$ cat src/rtl/quad_velocity.sv
// quad_velocity: periodic velocity estimator downstream of the quadrature decoder.
// Samples the position count once every PERIOD clocks, forms the signed
// modular delta against the previous sample, saturates it to VEL_W bits and
// presents it with a one-cycle valid strobe.
//
// Optional build macro: QUAD_VEL_AVG_EN -- output becomes the floored average
// of the last 4 deltas (one extra pipeline stage, output held off until
// 4 deltas have been collected since entering RUN).
//
// Ports:
//   clk        in   single clock, posedge
//   rst        in   synchronous active-high reset
//   en         in   estimator enable; low returns to IDLE
//   count      in   CNT_W-bit position count (modulo 2^CNT_W)
//   vel        out  signed VEL_W-bit velocity, counts per window, held
//   vel_valid  out  one-cycle pulse when vel updates
//   vel_sat    out  high when the current vel was clipped
//
// state | meaning
// ------+--------------------------------------------------------------
// IDLE  | disabled, timebase held at 0
// PRIME | first window running; tick captures the reference sample only
// RUN   | each tick captures a sample and produces a delta
module quad_velocity #(
  parameter int PERIOD = 10000,
  parameter int CNT_W  = 32,
  parameter int VEL_W  = 16
) (
  input  logic                    clk,
  input  logic                    rst,
  input  logic                    en,
  input  logic [CNT_W-1:0]        count,
  output logic signed [VEL_W-1:0] vel,
  output logic                    vel_valid,
  output logic                    vel_sat
);

  localparam int TB_W = $clog2(PERIOD);
  localparam logic [TB_W-1:0] TB_LAST = TB_W'(PERIOD - 1);
  localparam logic signed [CNT_W+1:0] SAT_MAX = {{(CNT_W+3-VEL_W){1'b0}}, {(VEL_W-1){1'b1}}};
  localparam logic signed [CNT_W+1:0] SAT_MIN = {{(CNT_W+3-VEL_W){1'b1}}, {(VEL_W-1){1'b0}}};

  typedef enum logic [1:0] {IDLE, PRIME, RUN} state_t;

  state_t           state, state_nxt;
  logic [TB_W-1:0]  tb;
  logic             tick;
  logic             sample_run;
  logic [CNT_W-1:0] prev;
  logic [CNT_W-1:0] delta;
  logic             d_v;

  // Returns {sat_flag, clipped value}.
  function automatic logic [VEL_W:0] saturate(input logic signed [CNT_W+1:0] v);
    if (v > SAT_MAX)
      return {1'b1, SAT_MAX[VEL_W-1:0]};
    else if (v < SAT_MIN)
      return {1'b1, SAT_MIN[VEL_W-1:0]};
    else
      return {1'b0, v[VEL_W-1:0]};
  endfunction

  function automatic logic [CNT_W+1:0] sext(input logic [CNT_W-1:0] x);
    return {{2{x[CNT_W-1]}}, x};
  endfunction

  assign tick       = en && (state != IDLE) && (tb == TB_LAST);
  assign sample_run = tick && (state == RUN);

  always_comb begin
    state_nxt = state;
    case (state)
      IDLE:    if (en) state_nxt = PRIME;
      PRIME:   if (tick) state_nxt = RUN;
      RUN:     state_nxt = RUN;
      default: state_nxt = IDLE;
    endcase
    if (!en) state_nxt = IDLE;
  end

  // State, timebase and sample capture (stage 1).
  always_ff @(posedge clk) begin
    if (rst) begin
      state <= IDLE;
      tb    <= '0;
      prev  <= '0;
      delta <= '0;
      d_v   <= 1'b0;
    end else begin
      state <= state_nxt;
      if (!en || state == IDLE || tick)
        tb <= '0;
      else
        tb <= tb + 1'b1;
      if (tick)
        prev <= count;
      // Modular subtraction: reading the result as signed gives the correct
      // delta across the counter wrap.
      if (sample_run)
        delta <= count - prev;
      d_v <= sample_run;
    end
  end

`ifdef QUAD_VEL_AVG_EN
  logic [CNT_W-1:0]        h0, h1, h2;
  logic [1:0]              hcnt;
  logic signed [CNT_W+1:0] sum;
  logic                    sum_v;

  // Stage 2: sum of the newest delta and the three before it. hcnt counts
  // prior deltas; once three are held the window of four is full.
  always_ff @(posedge clk) begin
    if (rst) begin
      h0    <= '0;
      h1    <= '0;
      h2    <= '0;
      hcnt  <= '0;
      sum   <= '0;
      sum_v <= 1'b0;
    end else begin
      sum_v <= 1'b0;
      if (d_v) begin
        h0  <= delta;
        h1  <= h0;
        h2  <= h1;
        sum <= sext(delta) + sext(h0) + sext(h1) + sext(h2);
        if (hcnt == 2'd3)
          sum_v <= 1'b1;
        else
          hcnt <= hcnt + 1'b1;
      end else if (state == IDLE) begin
        h0   <= '0;
        h1   <= '0;
        h2   <= '0;
        hcnt <= '0;
      end
    end
  end

  // Stage 3: floored divide by 4, then saturate.
  always_ff @(posedge clk) begin
    if (rst) begin
      vel       <= '0;
      vel_sat   <= 1'b0;
      vel_valid <= 1'b0;
    end else begin
      vel_valid <= sum_v;
      if (sum_v)
        {vel_sat, vel} <= saturate(sum >>> 2);
    end
  end
`else
  // Stage 2: saturate the raw delta.
  always_ff @(posedge clk) begin
    if (rst) begin
      vel       <= '0;
      vel_sat   <= 1'b0;
      vel_valid <= 1'b0;
    end else begin
      vel_valid <= d_v;
      if (d_v)
        {vel_sat, vel} <= saturate(sext(delta));
    end
  end
`endif

endmodule

$ cat config.mk
export PLATFORM = sky130hd
export DESIGN_NAME = quad_velocity
export DESIGN_NICKNAME = d
export VERILOG_FILES = /design/src/rtl/quad_velocity.sv
export SDC_FILE = /design/constraint.sdc
export NUM_CORES = 1
export LEC_CHECK = 0
export CAP_MARGIN = 25
export CORE_MARGIN = 2
export CORE_UTILIZATION = 47
export DETAILED_ROUTE_END_ITERATION = 6
export PLACE_DENSITY = 0.72
export SYNTH_ARGS = -nofsm -noshare
export SYNTH_HDL_FRONTEND = slang
export SYNTH_SLANG_ARGS = --single-unit
$ cat constraint.sdc
create_clock -name clk -period 4.48 [get_ports clk]
set_input_delay 0.896 -clock clk [delete_from_list [all_inputs] [get_ports clk]]
set_output_delay 0.896 -clock clk [all_outputs]
set_load 0.01 [all_outputs]
-- After elaboration in Yosys (flattened, before gate mapping)
Cells that the tools add are included.
- memories: 0
- ROM bits: 0
- register bits after elaboration: 99
- output and inout port bits: 18
- RAM bits: 0
- logic and storage cells: 31
- bits in latches: 0
- equality and inequality tests: 4
- bitwise gates (word level): 1
- multipliers: 0
- shift operators: 0
- $lt $le $gt $ge: 2
- $add $sub $neg: 2
- reduce and logical (&&, ||, !) cells: 10
- divide/modulo/power cells: 0
- multiplexer cells: 4
- operators with widths (cell ; count):
    two-way mux 17 bit ; 2
    > comparator 32 x 16 -> 1 bit, second input constant ; 1
    less-than comparator 32 x 16 -> 1 bit, second input constant ; 1
    subtractor 32 bit ; 1
    adder 14 x 1 -> 14 bit, second input constant ; 1
    equality test 14 bit, second input constant ; 1
    case mux 2 bit (3 select lines) ; 1
    OR reduction 2 bit ; 2
    logical AND 1 bit ; 3
    equality test 2 x 1 -> 1 bit, second input constant ; 1
    equality test 2 bit, second input constant ; 1
    logical NOT 2 bit ; 1
    logical OR 1 bit ; 2
    two-way mux 2 bit ; 1
    inequality test 2 bit, second input constant ; 1
    nonzero test 2 bit ; 1
    logical NOT 1 bit ; 1
    inverter 1 bit ; 1

-- Longest topological paths before layout
- depth in word-level cells: 5
- mapped depth: 11
- gate-level depth less buffers: 11

-- Worst setup path after synthesis
OpenSTA, ideal clock, no wires.
- path type: input to register
- from: input count[0]
- to: register delta[30]
- setup slack: 1389 ps
- stages on the path: 11
- arrival: 2973 ps
- data required time: 4362 ps
- path through: inv_1 ha_1 fa_1 nor2b_1 o31a_1 o31ai_2 a221oi_4 a31oi_2 nor4_2 mux2i_1 nand2_1
- longest elaborated chain between the ends: 1
- RTL lines (element ; RTL line ; RTL):
    from (decl) ; 32 ; input logic [CNT_W-1:0] count,
    subtractor 32 bit ; 100 ; delta <= count - prev;
    to (signal assigned) ; 100 ;
    to (decl) ; 50 ; logic [CNT_W-1:0] delta;
Every way passes these cells.
A chain may end at the register's enable or synchronous reset.

-- Worst setup path after layout
Same ends and word-level chain as after synthesis.

==> flow_metrics.env <==
export IMPL_crit_type="in2reg"
export IMPL_globalRouteMet1Util=0.298
export IMPL_grt_max_degree=43
export IMPL_cp_max_fo=4
export IMPL_synthesis_area_mm2=0.00559
export IMPL_grt_ovfl_total=0
export IMPL_synth_ff_type="dfxtp_1"
export IMPL_die_w_um=113
export IMPL_antenna_left=0
export IMPL_synth_edf_count=0
export IMPL_crit_chain="clkdlybuf4s50_1, inv_1, ha_1, fa_1, nor2b_1, o31a_1, o31ai_2, a221oi_4, a31oi_2, nor4_2, mux2i_1, nand2_1"
export IMPL_yosys_area_top_type="dfxtp_1"
export IMPL_viasPerCell=5.75
export IMPL_p_per_area_mw_per_mm2=292
export IMPL_synth_distinct_cells=65
export IMPL_critPathRequiredTime_ns=4.73
export IMPL_numPortBuffers=52
export IMPL_hold_class="reg2reg"
export IMPL_grt_usage=0.217
export IMPL_seq_area_frac_synth=0.354
export IMPL_pre_cts_ws_ns=0.646
export IMPL_postCtsSetupRepairBufs=0
export IMPL_placementRows=39
export IMPL_clkSlewWorstSetupHoldPaths_ns=0.07
export IMPL_io_pins=53
export IMPL_hold_buffers=0
export IMPL_start_util=0.486
export IMPL_wirelength_um=13500
export IMPL_syn_num_nets=790
export IMPL_antenna_cells=0
export IMPL_fp_coreArea_mm2=0.0115
export IMPL_period_needed_ns=3.50
export IMPL_cap_violations=0
export IMPL_setup_viol=0
export IMPL_fin_crit_sh=0.781
export IMPL_cp_slowest_cell="clkdlybuf4s50_1"
export IMPL_cts_num_sinks=99
export IMPL_drive_gt1_frac=0.0477
export IMPL_fin_setup_tns_ns=0
export IMPL_fin_total_pwr_mw=1.89
export IMPL_die_h_um=113
export IMPL_crit_buf_inv=2
export IMPL_cts_made_buffers=9
export IMPL_stdcell_count=897
export IMPL_fin_area_mm2=0.00648
export IMPL_synth_area_top_cells="dfxtp_1, nand2_1, a21oi_1, ha_1, xnor2_1"
export IMPL_die_area_mm2=0.0128
export IMPL_cts_tree="done"
export IMPL_synth_warnings=0
export IMPL_first_pass_iters=7
export IMPL_p_leak_nw=2.22
export IMPL_cts_buffer_depth=2
export IMPL_setup_slack_ns=0.982
export IMPL_grt_pass1_vias=4768
export IMPL_synth_common_cells="nand2_1, dfxtp_1, a21oi_1"
export IMPL_grt_first_pass_wirelength_um=22800
export IMPL_synth_avg_cell_area_um2=7.79
export IMPL_tightest_slew_ns=0.774
export IMPL_violations="design-rule violations"
export IMPL_use_met3=0.0595
export IMPL_postSynthCellCount=718
export IMPL_synth_most_common_cell="nand2_1"
export IMPL_ctsResizeCount=0
export IMPL_syn_to_final_growth_pct=15.8
export IMPL_rsz0062_at_grt="no"
export IMPL_dpl_cell_count=882
export IMPL_synth_top_cell_area_share=0.354
export IMPL_cp_end_kind="flip-flop"
export IMPL_dp_hpwl_um=10100
export IMPL_status="finished, violations left"
export IMPL_slowest_delay_ns=0.49
export IMPL_maxSlewViolCount=0
export IMPL_ys_ff_latch=99
export IMPL_place_gp_congestion=0.933
export IMPL_antenna_found_initial=0
export IMPL_async_flop_share=0
export IMPL_startpoint_type="input port"
export IMPL_placed_cell_area_mm2=0.00618
export IMPL_fmax_mhz=286
export IMPL_wl_per_cell_um=15.1
export IMPL_slew_headroom=0.484
export IMPL_ir_drop_v=0.000248
export IMPL_reg2reg_setup_slack_ns=1.75
export IMPL_use_met2=0.338
export IMPL_cp_arrival_ns=3.75
export IMPL_drtIter0Drc=400
export IMPL_htreeDepth=3
export IMPL_drc_errors=3
export IMPL_grt_busiest_layer="met2"
export IMPL_cp_top_family="compound AO/OA/AOI/OAI gates"
export IMPL_vias=5162
export IMPL_hold_viol_final=0
export IMPL_fin_skew_ns=0.00884
export IMPL_final_nets=823
export IMPL_cts_root_buf="clkbuf_16"
export IMPL_clk_latency_ns=0.35
-- where the power goes --
part           switching (mW)  internal (mW)  leakage (nW)  total (mW)
clock network           0.335          0.445         0.142       0.780
registers             0.00119          0.881         0.797       0.882
logic                   0.132         0.0954          1.28       0.227
total                   0.468           1.42          2.22        1.89
-- placed cells by master (no fill, tap or decap), drive strengths merged, types with 3 or more instances in the layout --
cell type	netlist	layout
clkdlybuf4s50	0	51
clkbuf	31	11
nor4	11	11
nor3	7	7
o21ai	29	29
nor2	47	47
a221oi	3	3
nand2b	18	18
a21oi	92	92
inv	42	43
ha	36	36
buf	3	5
a21o	15	15
o21bai	3	3
and3	6	6
nand3	16	16
xor2	17	17
o211ai	5	5
nand2	137	137
and2	3	3
dfxtp	99	99
a211oi	14	14
or3	4	4
o21a	5	5
o22ai	3	3
xnor2	20	20
nand4	15	15
a31oi	8	8
-- tightest hold or removal path, stage by stage (launching register included) --
cell	delay, ns
dfxtp_1	0.31
nand2_1	0.05
a21oi_1	0.05
-- layout make-up --
| cell class | instances | area [µm²] |
|---|---|---|
| Multi-Input combinational cell | 542 | 3320 |
| Sequential cell | 99 | 1980 |
| Tap cell | 143 | 179 |
| Clock buffer | 11 | 243 |
| Fill cell | 1076 | 5040 |
| Clock inverter | 3 | 47.5 |
| Inverter | 43 | 161 |
| Timing Repair Buffer | 56 | 546 |
-- state kept, by name, indices dropped and copies added, names as in the netlist --
name / flops
d_v: 1
delta: 32
prev: 32
state: 2
tb: 14
vel: 16
vel_sat: 1
vel_valid: 1
-- worst paths after layout --
check	cells past startpoint	from	to
hold / removal	2	prev[13]$_SDFFE_PP0P_	prev[13]$_SDFFE_PP0P_
setup reg to reg	10	prev[0]$_SDFFE_PP0P_	delta[30]$_SDFFE_PP0P_
hold reg to reg	2	prev[13]$_SDFFE_PP0P_	prev[13]$_SDFFE_PP0P_
setup / recovery	12	count[0]	delta[30]$_SDFFE_PP0P_
-- logic make-up (layout without fill, tap and decap cells) --
logic type | count (synthesis) | count (layout) | synth area share
buf+inv | 77 | 113 | 0.0521
flops | 99 | 99 | 0.354
compound gates | 194 | 194 | 0.219
xor+xnor | 37 | 37 | 0.0579
fa+ha+maj | 37 | 37 | 0.0841
simple gates | 273 | 273 | 0.231
mux | 1 | 1 | 0.00179
-- metrics by stage --
step,util,hold slack (ns)
after global routing,0.562,0.468
after CTS,0.562,0.451
after floorplan,-,0.418
after global placement,0.537,0.428
final,0.562,0.448
after detailed placement,0.537,0.442
-- metal layers --
metal	part of all wire	up-vias
li1	-	2560
met1	0.47	2415
met2	0.45	160
met3	0.062	27
met4	0.018	0
met5	0	-
Power figures use the tool's default switching activity.
